[src/rtl/pipeline_hazard_ctrl.sv]
// Pipeline hazard controller: operand forwarding selects, load-use stall, branch flush and memory-wait freeze.
// Latency: forwarding and all control outputs are combinational from inputs and current FSM state.
// Backpressure: an outstanding data-memory access freezes the whole pipe; a load-use hit stalls IF/ID for LOAD_LAT cycles.
module pipeline_hazard_ctrl #(
  parameter int NUM_SRC  = 2,
  parameter int LOAD_LAT = 1,
  parameter int CNT_W    = 16
) (
  input  logic                   clk,
  input  logic                   rst_n,
  input  logic [NUM_SRC*5-1:0]   id_rs_addr,
  input  logic [NUM_SRC-1:0]     id_rs_used,
  input  logic [NUM_SRC*5-1:0]   ex_rs_addr,
  input  logic [4:0]             ex_rd_addr,
  input  logic                   ex_regwrite,
  input  logic                   ex_memread,
  input  logic [4:0]             mem_rd_addr,
  input  logic                   mem_regwrite,
  input  logic                   mem_memread,
  input  logic [4:0]             wb_rd_addr,
  input  logic                   wb_regwrite,
  input  logic                   ex_branch_taken,
  input  logic                   dmem_ready,
  output logic [NUM_SRC*2-1:0]   forward_sel,
  output logic                   stall_if,
  output logic                   stall_id,
  output logic                   flush_id,
  output logic                   flush_ex,
  output logic                   freeze,
  output logic [1:0]             hazard_state,
  output logic [CNT_W-1:0]       stall_cycles
);

  typedef enum logic [1:0] {
    ST_RUN      = 2'b00,
    ST_LU_STALL = 2'b01,
    ST_MEM_WAIT = 2'b10
  } state_t;

  // The detection cycle itself is the first bubble, so LU_STALL covers the remaining LOAD_LAT-1.
  localparam logic [1:0] LU_INIT  = 2'(LOAD_LAT - 1);
  localparam bit         LU_MULTI = (LOAD_LAT > 1);

  state_t     state;
  state_t     state_nxt;
  logic [1:0] lu_cnt;
  logic [1:0] lu_cnt_nxt;
  logic       lu_src_match;
  logic       lu_hit;
  logic       freeze_req;

  // Forwarding selects: EX/MEM result wins over MEM/WB; register x0 is never forwarded.
  always_comb begin
    forward_sel = '0;
    for (int i = 0; i < NUM_SRC; i++) begin
      if (mem_regwrite && (mem_rd_addr != 5'd0) && (mem_rd_addr == ex_rs_addr[5*i +: 5])) begin
        forward_sel[2*i +: 2] = 2'b10;
      end else if (wb_regwrite && (wb_rd_addr != 5'd0) && (wb_rd_addr == ex_rs_addr[5*i +: 5])) begin
        forward_sel[2*i +: 2] = 2'b01;
      end
    end
  end

  // Load-use detection: a load in EX whose destination is read by any used source slot in ID.
  always_comb begin
    lu_src_match = 1'b0;
    for (int i = 0; i < NUM_SRC; i++) begin
      if (id_rs_used[i] && (id_rs_addr[5*i +: 5] == ex_rd_addr)) begin
        lu_src_match = 1'b1;
      end
    end
    lu_hit     = ex_memread && ex_regwrite && (ex_rd_addr != 5'd0) && lu_src_match;
    freeze_req = mem_memread && !dmem_ready;
  end

  // State register and load-use bubble counter.
  always_ff @(posedge clk or negedge rst_n) begin
    if (!rst_n) begin
      state  <= ST_RUN;
      lu_cnt <= 2'd0;
    end else begin
      state  <= state_nxt;
      lu_cnt <= lu_cnt_nxt;
    end
  end

  // Next-state logic. MEM_WAIT with the access complete behaves exactly like RUN for that cycle.
  always_comb begin
    state_nxt  = state;
    lu_cnt_nxt = lu_cnt;
    case (state)
      ST_RUN, ST_MEM_WAIT: begin
        if (freeze_req) begin
          state_nxt  = ST_MEM_WAIT;
          lu_cnt_nxt = 2'd0;
        end else if (ex_branch_taken) begin
          state_nxt  = ST_RUN;
          lu_cnt_nxt = 2'd0;
        end else if (lu_hit && LU_MULTI) begin
          state_nxt  = ST_LU_STALL;
          lu_cnt_nxt = LU_INIT;
        end else begin
          state_nxt  = ST_RUN;
          lu_cnt_nxt = 2'd0;
        end
      end
      ST_LU_STALL: begin
        if (freeze_req) begin
          // Abandon the stall; the hazard is re-detected once memory completes.
          state_nxt  = ST_MEM_WAIT;
          lu_cnt_nxt = 2'd0;
        end else if (ex_branch_taken) begin
          state_nxt  = ST_RUN;
          lu_cnt_nxt = 2'd0;
        end else if (lu_cnt <= 2'd1) begin
          state_nxt  = ST_RUN;
          lu_cnt_nxt = 2'd0;
        end else begin
          lu_cnt_nxt = lu_cnt - 2'd1;
        end
      end
      default: begin
        state_nxt  = ST_RUN;
        lu_cnt_nxt = 2'd0;
      end
    endcase
  end

  // Control outputs by state with priority freeze > branch > load-use; all forced low during reset.
  always_comb begin
    stall_if = 1'b0;
    stall_id = 1'b0;
    flush_id = 1'b0;
    flush_ex = 1'b0;
    freeze   = 1'b0;
    if (rst_n) begin
      case (state)
        ST_RUN, ST_MEM_WAIT: begin
          if (freeze_req) begin
            freeze = 1'b1;
          end else if (ex_branch_taken) begin
            flush_id = 1'b1;
            flush_ex = 1'b1;
          end else if (lu_hit) begin
            stall_if = 1'b1;
            stall_id = 1'b1;
            flush_ex = 1'b1;
          end
        end
        ST_LU_STALL: begin
          if (freeze_req) begin
            freeze = 1'b1;
          end else if (ex_branch_taken) begin
            flush_id = 1'b1;
            flush_ex = 1'b1;
          end else begin
            stall_if = 1'b1;
            stall_id = 1'b1;
            flush_ex = 1'b1;
          end
        end
        default: begin
          freeze = 1'b0;
        end
      endcase
    end
  end

  assign hazard_state = state;

  // Saturating count of cycles in which the pipe is stalled or frozen.
  always_ff @(posedge clk or negedge rst_n) begin
    if (!rst_n) begin
      stall_cycles <= '0;
    end else if ((stall_id || freeze) && (stall_cycles != {CNT_W{1'b1}})) begin
      stall_cycles <= stall_cycles + CNT_W'(1);
    end
  end

endmodule

[config.mk]
export PLATFORM = sky130hd
export DESIGN_NAME = pipeline_hazard_ctrl
export DESIGN_NICKNAME = d
export VERILOG_FILES = /design/src/rtl/pipeline_hazard_ctrl.sv
export SDC_FILE = /design/constraint.sdc
export NUM_CORES = 1
export LEC_CHECK = 0
export ABC_AREA = 1
export BUFFER_PORTS_ARGS = -buffer_cell sky130_fd_sc_hd__buf_2
export CORE_MARGIN = 8
export CORE_UTILIZATION = 42
export CTS_CLUSTER_SIZE = 24
export DETAILED_ROUTE_END_ITERATION = 10
export PLACE_DENSITY = 0.76
export SETUP_SLACK_MARGIN = 0.15
export SLEW_MARGIN = 20
export SYNTH_ARGS = -nofsm -noshare
export SYNTH_HDL_FRONTEND = slang
export SYNTH_SLANG_ARGS = --single-unit
[constraint.sdc]
create_clock -name clk -period 1.7 [get_ports clk]
set_clock_uncertainty 0.1 [all_clocks]
set_input_delay 0.085 -clock clk [delete_from_list [all_inputs] [get_ports clk]]
set_output_delay 0.085 -clock clk [all_outputs]
set_load 0.01 [all_outputs]
# Yosys cells after proc, flatten, opt, wreduce, memory -nomap -nowiden
# Cells that the tools add are included.
dict set report totals {
  mem_bits_ro 0
  ramBits 0
  memories 0
  output_inout_bits 27
  input_bits 46
  elab_cells 71
  latch_bits 0
  ff_bits 20
}
dict set report classes {
  n_div 0
  n_lt_le_gt_ge 1
  add_sub_neg 2
  n_mux 34
  bitwise 0
  n_eq_ne 10
  reduce_logical 21
  shifts 0
  mul 0
}
# cell count
set ops {}
lappend ops {{5-bit == test} 6}
lappend ops {{1-bit 2-to-1 mux} 21}
lappend ops {{2-bit 2-to-1 mux} 10}
lappend ops {{16-bit by 1-bit adder with 16-bit output (second input constant)} 1}
lappend ops {{16-bit inequality test (second input constant)} 1}
lappend ops {{5-bit nonzero test} 3}
lappend ops {{1-bit logical AND} 13}
lappend ops {{4-bit inequality test (second input constant)} 1}
lappend ops {{1-bit case mux with 2 select lines} 2}
lappend ops {{2-bit case mux with 2 select lines} 1}
lappend ops {{3-bit OR reduction} 1}
lappend ops {{2-bit by 1-bit == test with 1-bit output (second input constant)} 1}
lappend ops {{2-bit == test (second input constant)} 1}
lappend ops {{2-bit by 1-bit <= comparator with 1-bit output (second input constant)} 1}
lappend ops {{2-bit zero test} 1}
lappend ops {{2-bit OR reduction} 1}
lappend ops {{2-bit by 1-bit subtractor with 2-bit output (second input constant)} 1}
lappend ops {{1-bit zero test} 1}
lappend ops {{1-bit logical OR} 1}

# Depth between registers and ports, before layout
dict set report logic_depth {
  ltp_word 12
  ltp_mapped 12
  depth_no_buf 11
}

# Worst setup path before layout
# OpenSTA, ideal clock, no wires.
dict set report synth_path {
  kind {flip-flop to flip-flop}
  from {reg stall_cycles[0]}
  to {reg stall_cycles[7]}
  setup_slack_ps -27
  required_ps 1483
  period_less_slack_ps 1727
  arrival_ps 1510
  path_stages_with_launch 10
  path_cell_list {dfrtp_1 > ha_1 > nand3_1 > nor2_2 > nand2_2 > nor2_4 > nand2_4 > buf_2 > nand3_1 > nand2_1}
}
dict set report synth_between {
  elab_chain_len 2
  elab_cells_between_ends 3
  cone_classes {add/sub: 1; eq/ne: 1; reduce/logical: 1}
}
# element line_no
set synth_rtl {}
lappend synth_rtl {{start, declared} 31} ;# output logic [CNT_W-1:0] stall_cycles
lappend synth_rtl {{start signal, assigned} 176} ;# stall_cycles <= stall_cycles + CNT_W'(1);
lappend synth_rtl {{branches (longest 2 deep; another with 16-bit by 1-bit adder with 16-bit output)} --}
# Several ways; the timed one is not identified.
# A chain may end at the register's enable or synchronous reset.

# Worst setup path in the final report
dict set report layout_path {
  from {reg stall_cycles[0]}
  to {reg stall_cycles[9]}
}
# Same word-level chain as after synthesis.

==> results.toml <==
[final_layout]
layout-drive-gt1-share_pct = 39.4
area_growth_pct = 52.7
antenna_cells = 0
n_fill_cell = 342
postLayoutCoreUtil_pct = 65.2
fin_nets = 375

[worst_hold_path]
hp-class = "input port to async pin"

[worst_setup_path]
critPathArrivalTime_ps = 1740
cp.buffers_inverters = 2
max_stage_delay_ps = 410
crit_type = "flop to flop"
crit_family = "simple AND/OR/NAND/NOR gates"
crit_chain = "buf_4, buf_4, nand3_4, nor2_4, nand3_4, nor2_2, xor2_1, nand3_1, nand2_1"
critical_path.slowest_cell = "dfrtp_1"
cp-end-kind = "flop"
crit_required_ps = 1790
crit_path_start_kind = "flop"
cp_max_fo = 4

[die]
start_util_pct = 42.7
fp.dieH_um = 76.6
dieArea_mm2 = 0.00586
die_x_um = 76.6
num_io_pins = 73
fp.coreArea_mm2 = 0.00361
rows = 22

[cts]
clk-insertion-delay-late_ps = 250
clockBufferDepth = 2
clkSlewWorstSetupHoldPaths_ps = 70
clockRootBuffer = "clkbuf_8"
cts_buffers = 3
cts.sinks = 17
htree_levels = 1
cts_tree = "built"

[sta]
rsz0062_at_grt = "yes"
min_period_ps = 1650
hold_slack_ps = 223
hold_viol = 0
drv_slew = 0
fin_crit_sh_pct = 97.1
finalSetupTns_ps = 0
fmaxAchievable_mhz = 606
setup_viol = 0

[global_route]
antenna_found_initial = 0
grtUsageTotal_pct = 15.7
grt_pass1_vias = 1812
grt_overflow = 0
grt_pass1_wl_um = 7850
grt_max_degree = 12

[placement]
portBuffers = 71
gp_congestion = 0.843
dp_hpwl_um = 3530

[synthesis]
synth_top_area_share_pct = 27.6
ys_ff_latch = 17
synth_edf_count = 0
yosys.cell_types.count = 23
ys_warn_count = 0
async_reset_ff_share_pct = 100
syn_nets = 281
synth_area_leader_cell = "dfrtp_1"
syn_area_per_cell_um2 = 6.58
synth_ff_type = "dfrtp_1"
synth_commonest_cells = "nand2_1 (75), nand3_1 (28), nor2_1 (23)"
ys_seq_area_share_pct = 27.6
syn_inst = 234
synth_area_leaders = "dfrtp_1 (28%), nand2_1 (18%), xnor2_1 (11%), nand3_1 (9.1%), xor2_1 (8.0%)"
yosysMostFrequentCell = "nand2_1"
syn_area_mm2 = 0.00154

[pwr]
cellPowerDensity_mw_per_mm2 = 569
max-vdd-ir-drop_v = 0.000393
total_power_uw = 1340
p_leak_uw = 0.00133

[route]
drt_pass1_iterations = 4
drt_iter0_drc = 97
finalWirelength_um = 4950
wl_per_cell_um = 13.2
antenna_left = 0
viasPerCell = 4.81
vias = 1804
drc = 0

[flow_run]
max_cap_violations = 0

[status]
status = "completed"
what timing repair did:
| action | in CTS | in global routing |
|---|---|---|
| gates cloned | 3 | 0 |
| endpoints found under the hold margin | 18 | 0 |
| pin swaps | 5 | 13 |
| resized for setup | 11 | 22 |
| hold buffers | 2 | 0 |
| setup endpoints to repair | 16 | 16 |
| setup buffers | 5 | 5 |
path summary, 6_finish.rpt:
kind,start,to,slack [ps],cells after the start
setup / recovery,stall_cycles[0],stall_cycles[9],50,9
hold / removal,rst_n,stall_cycles[15],220,3
setup reg to reg,stall_cycles[0],stall_cycles[9],50,9
hold reg to reg,stall_cycles[5],stall_cycles[5],450,2
max in group asynchronous,rst_n,stall_cycles[5],1070,3
min in group clk,dmem_ready,stall_cycles[8],250,6
sequential cells by signal, indices dropped and copies added, names as in the netlist:
name          count
hazard_state      1
stall_cycles     16
power by group:
group          switching, uW  internal (uW)  leakage (uW)
combinational            267            251       0.00108
clock                    133            166     0.0000228
sequential              71.9            450      0.000229
total                    472            867       0.00133
worst register-to-register path: stages (launching register included):
cell and delay, ps:
dfrtp_1 410, buf_4 130, buf_4 120, nand3_4 100
nor2_4 160, nand3_4 110, nor2_2 110, xor2_1 190
nand3_1 90, nand2_1 60
metal layers:
metal / part of all wire, % / vias up / GRT usage [%]
met5: 0 / - / 0
met4: 2.1 / 0 / 6.92
met3: 6.5 / 10 / 4.83
met2: 52 / 70 / 26.9
met1: 40 / 805 / 17.3
li1: - / 919 / -
cell families (layout without fill, tap and decap cells):
family | count (synthesis) | count (layout) | share of synthesized area [%]
simple gates | 147 | 150 | 42.4
xor+xnor | 33 | 33 | 18.8
buf+inv | 32 | 122 | 9.18
flops | 17 | 17 | 27.6
compound gates | 3 | 3 | 0.975
fa+ha+maj | 1 | 1 | 0.812
other cells | 1 | 1 | 0.243
layout by cell type, fill, tap and decap left out:
| cell type | count |
|---|---|
| nand2_2 | 9 |
| nor2_4 | 4 |
| clkbuf_8 | 3 |
| nand2_8 | 3 |
| dlygate4sd3_1 | 2 |
| nor2_1 | 19 |
| nor4_1 | 2 |
| nand3_4 | 3 |
| nand3_1 | 25 |
| inv_1 | 22 |
| o21ai_0 | 2 |
| dfrtp_2 | 2 |
| nor3_1 | 4 |
| nand4_1 | 5 |
| dfrtp_1 | 15 |
| inv_2 | 4 |
| buf_6 | 1 |
| buf_4 | 15 |
| ha_4 | 1 |
| nor3b_4 | 1 |
| xnor2_1 | 19 |
| buf_12 | 3 |
| a21oi_1 | 1 |
| buf_2 | 71 |
| conb_1 | 1 |
| nand2_1 | 66 |
| xor2_1 | 14 |
| nor2_2 | 2 |
| clkbuf_1 | 1 |
| nor3_2 | 2 |
| nand2_4 | 5 |
layout make-up:
| class | instances | area, um2 | share of cell area [%] |
|---|---|---|---|
| Multi-Input combinational cell | 188 | 1160 | 49.4 |
| Timing Repair Buffer | 92 | 559 | 23.8 |
| Sequential cell | 17 | 428 | 18.2 |
| Inverter | 26 | 97.6 | 4.15 |
| Tap cell | 48 | 60.1 | 2.55 |
| Clock buffer | 4 | 45.0 | 1.91 |
stage by stage:
| stage | instances | area [um2] | setup WS (ps) |
|---|---|---|---|
| floorplan | 234 | 1560 | 36.4 |
| global placement | 356 | 2000 | 96.2 |
| detailed placement | 356 | 2000 | 39.4 |
| CTS | 370 | 2190 | 59.1 |
| global route | 375 | 2350 | -48.6 |
| finish | 375 | 2350 | 50.0 |
Power figures use the tool's default switching activity.
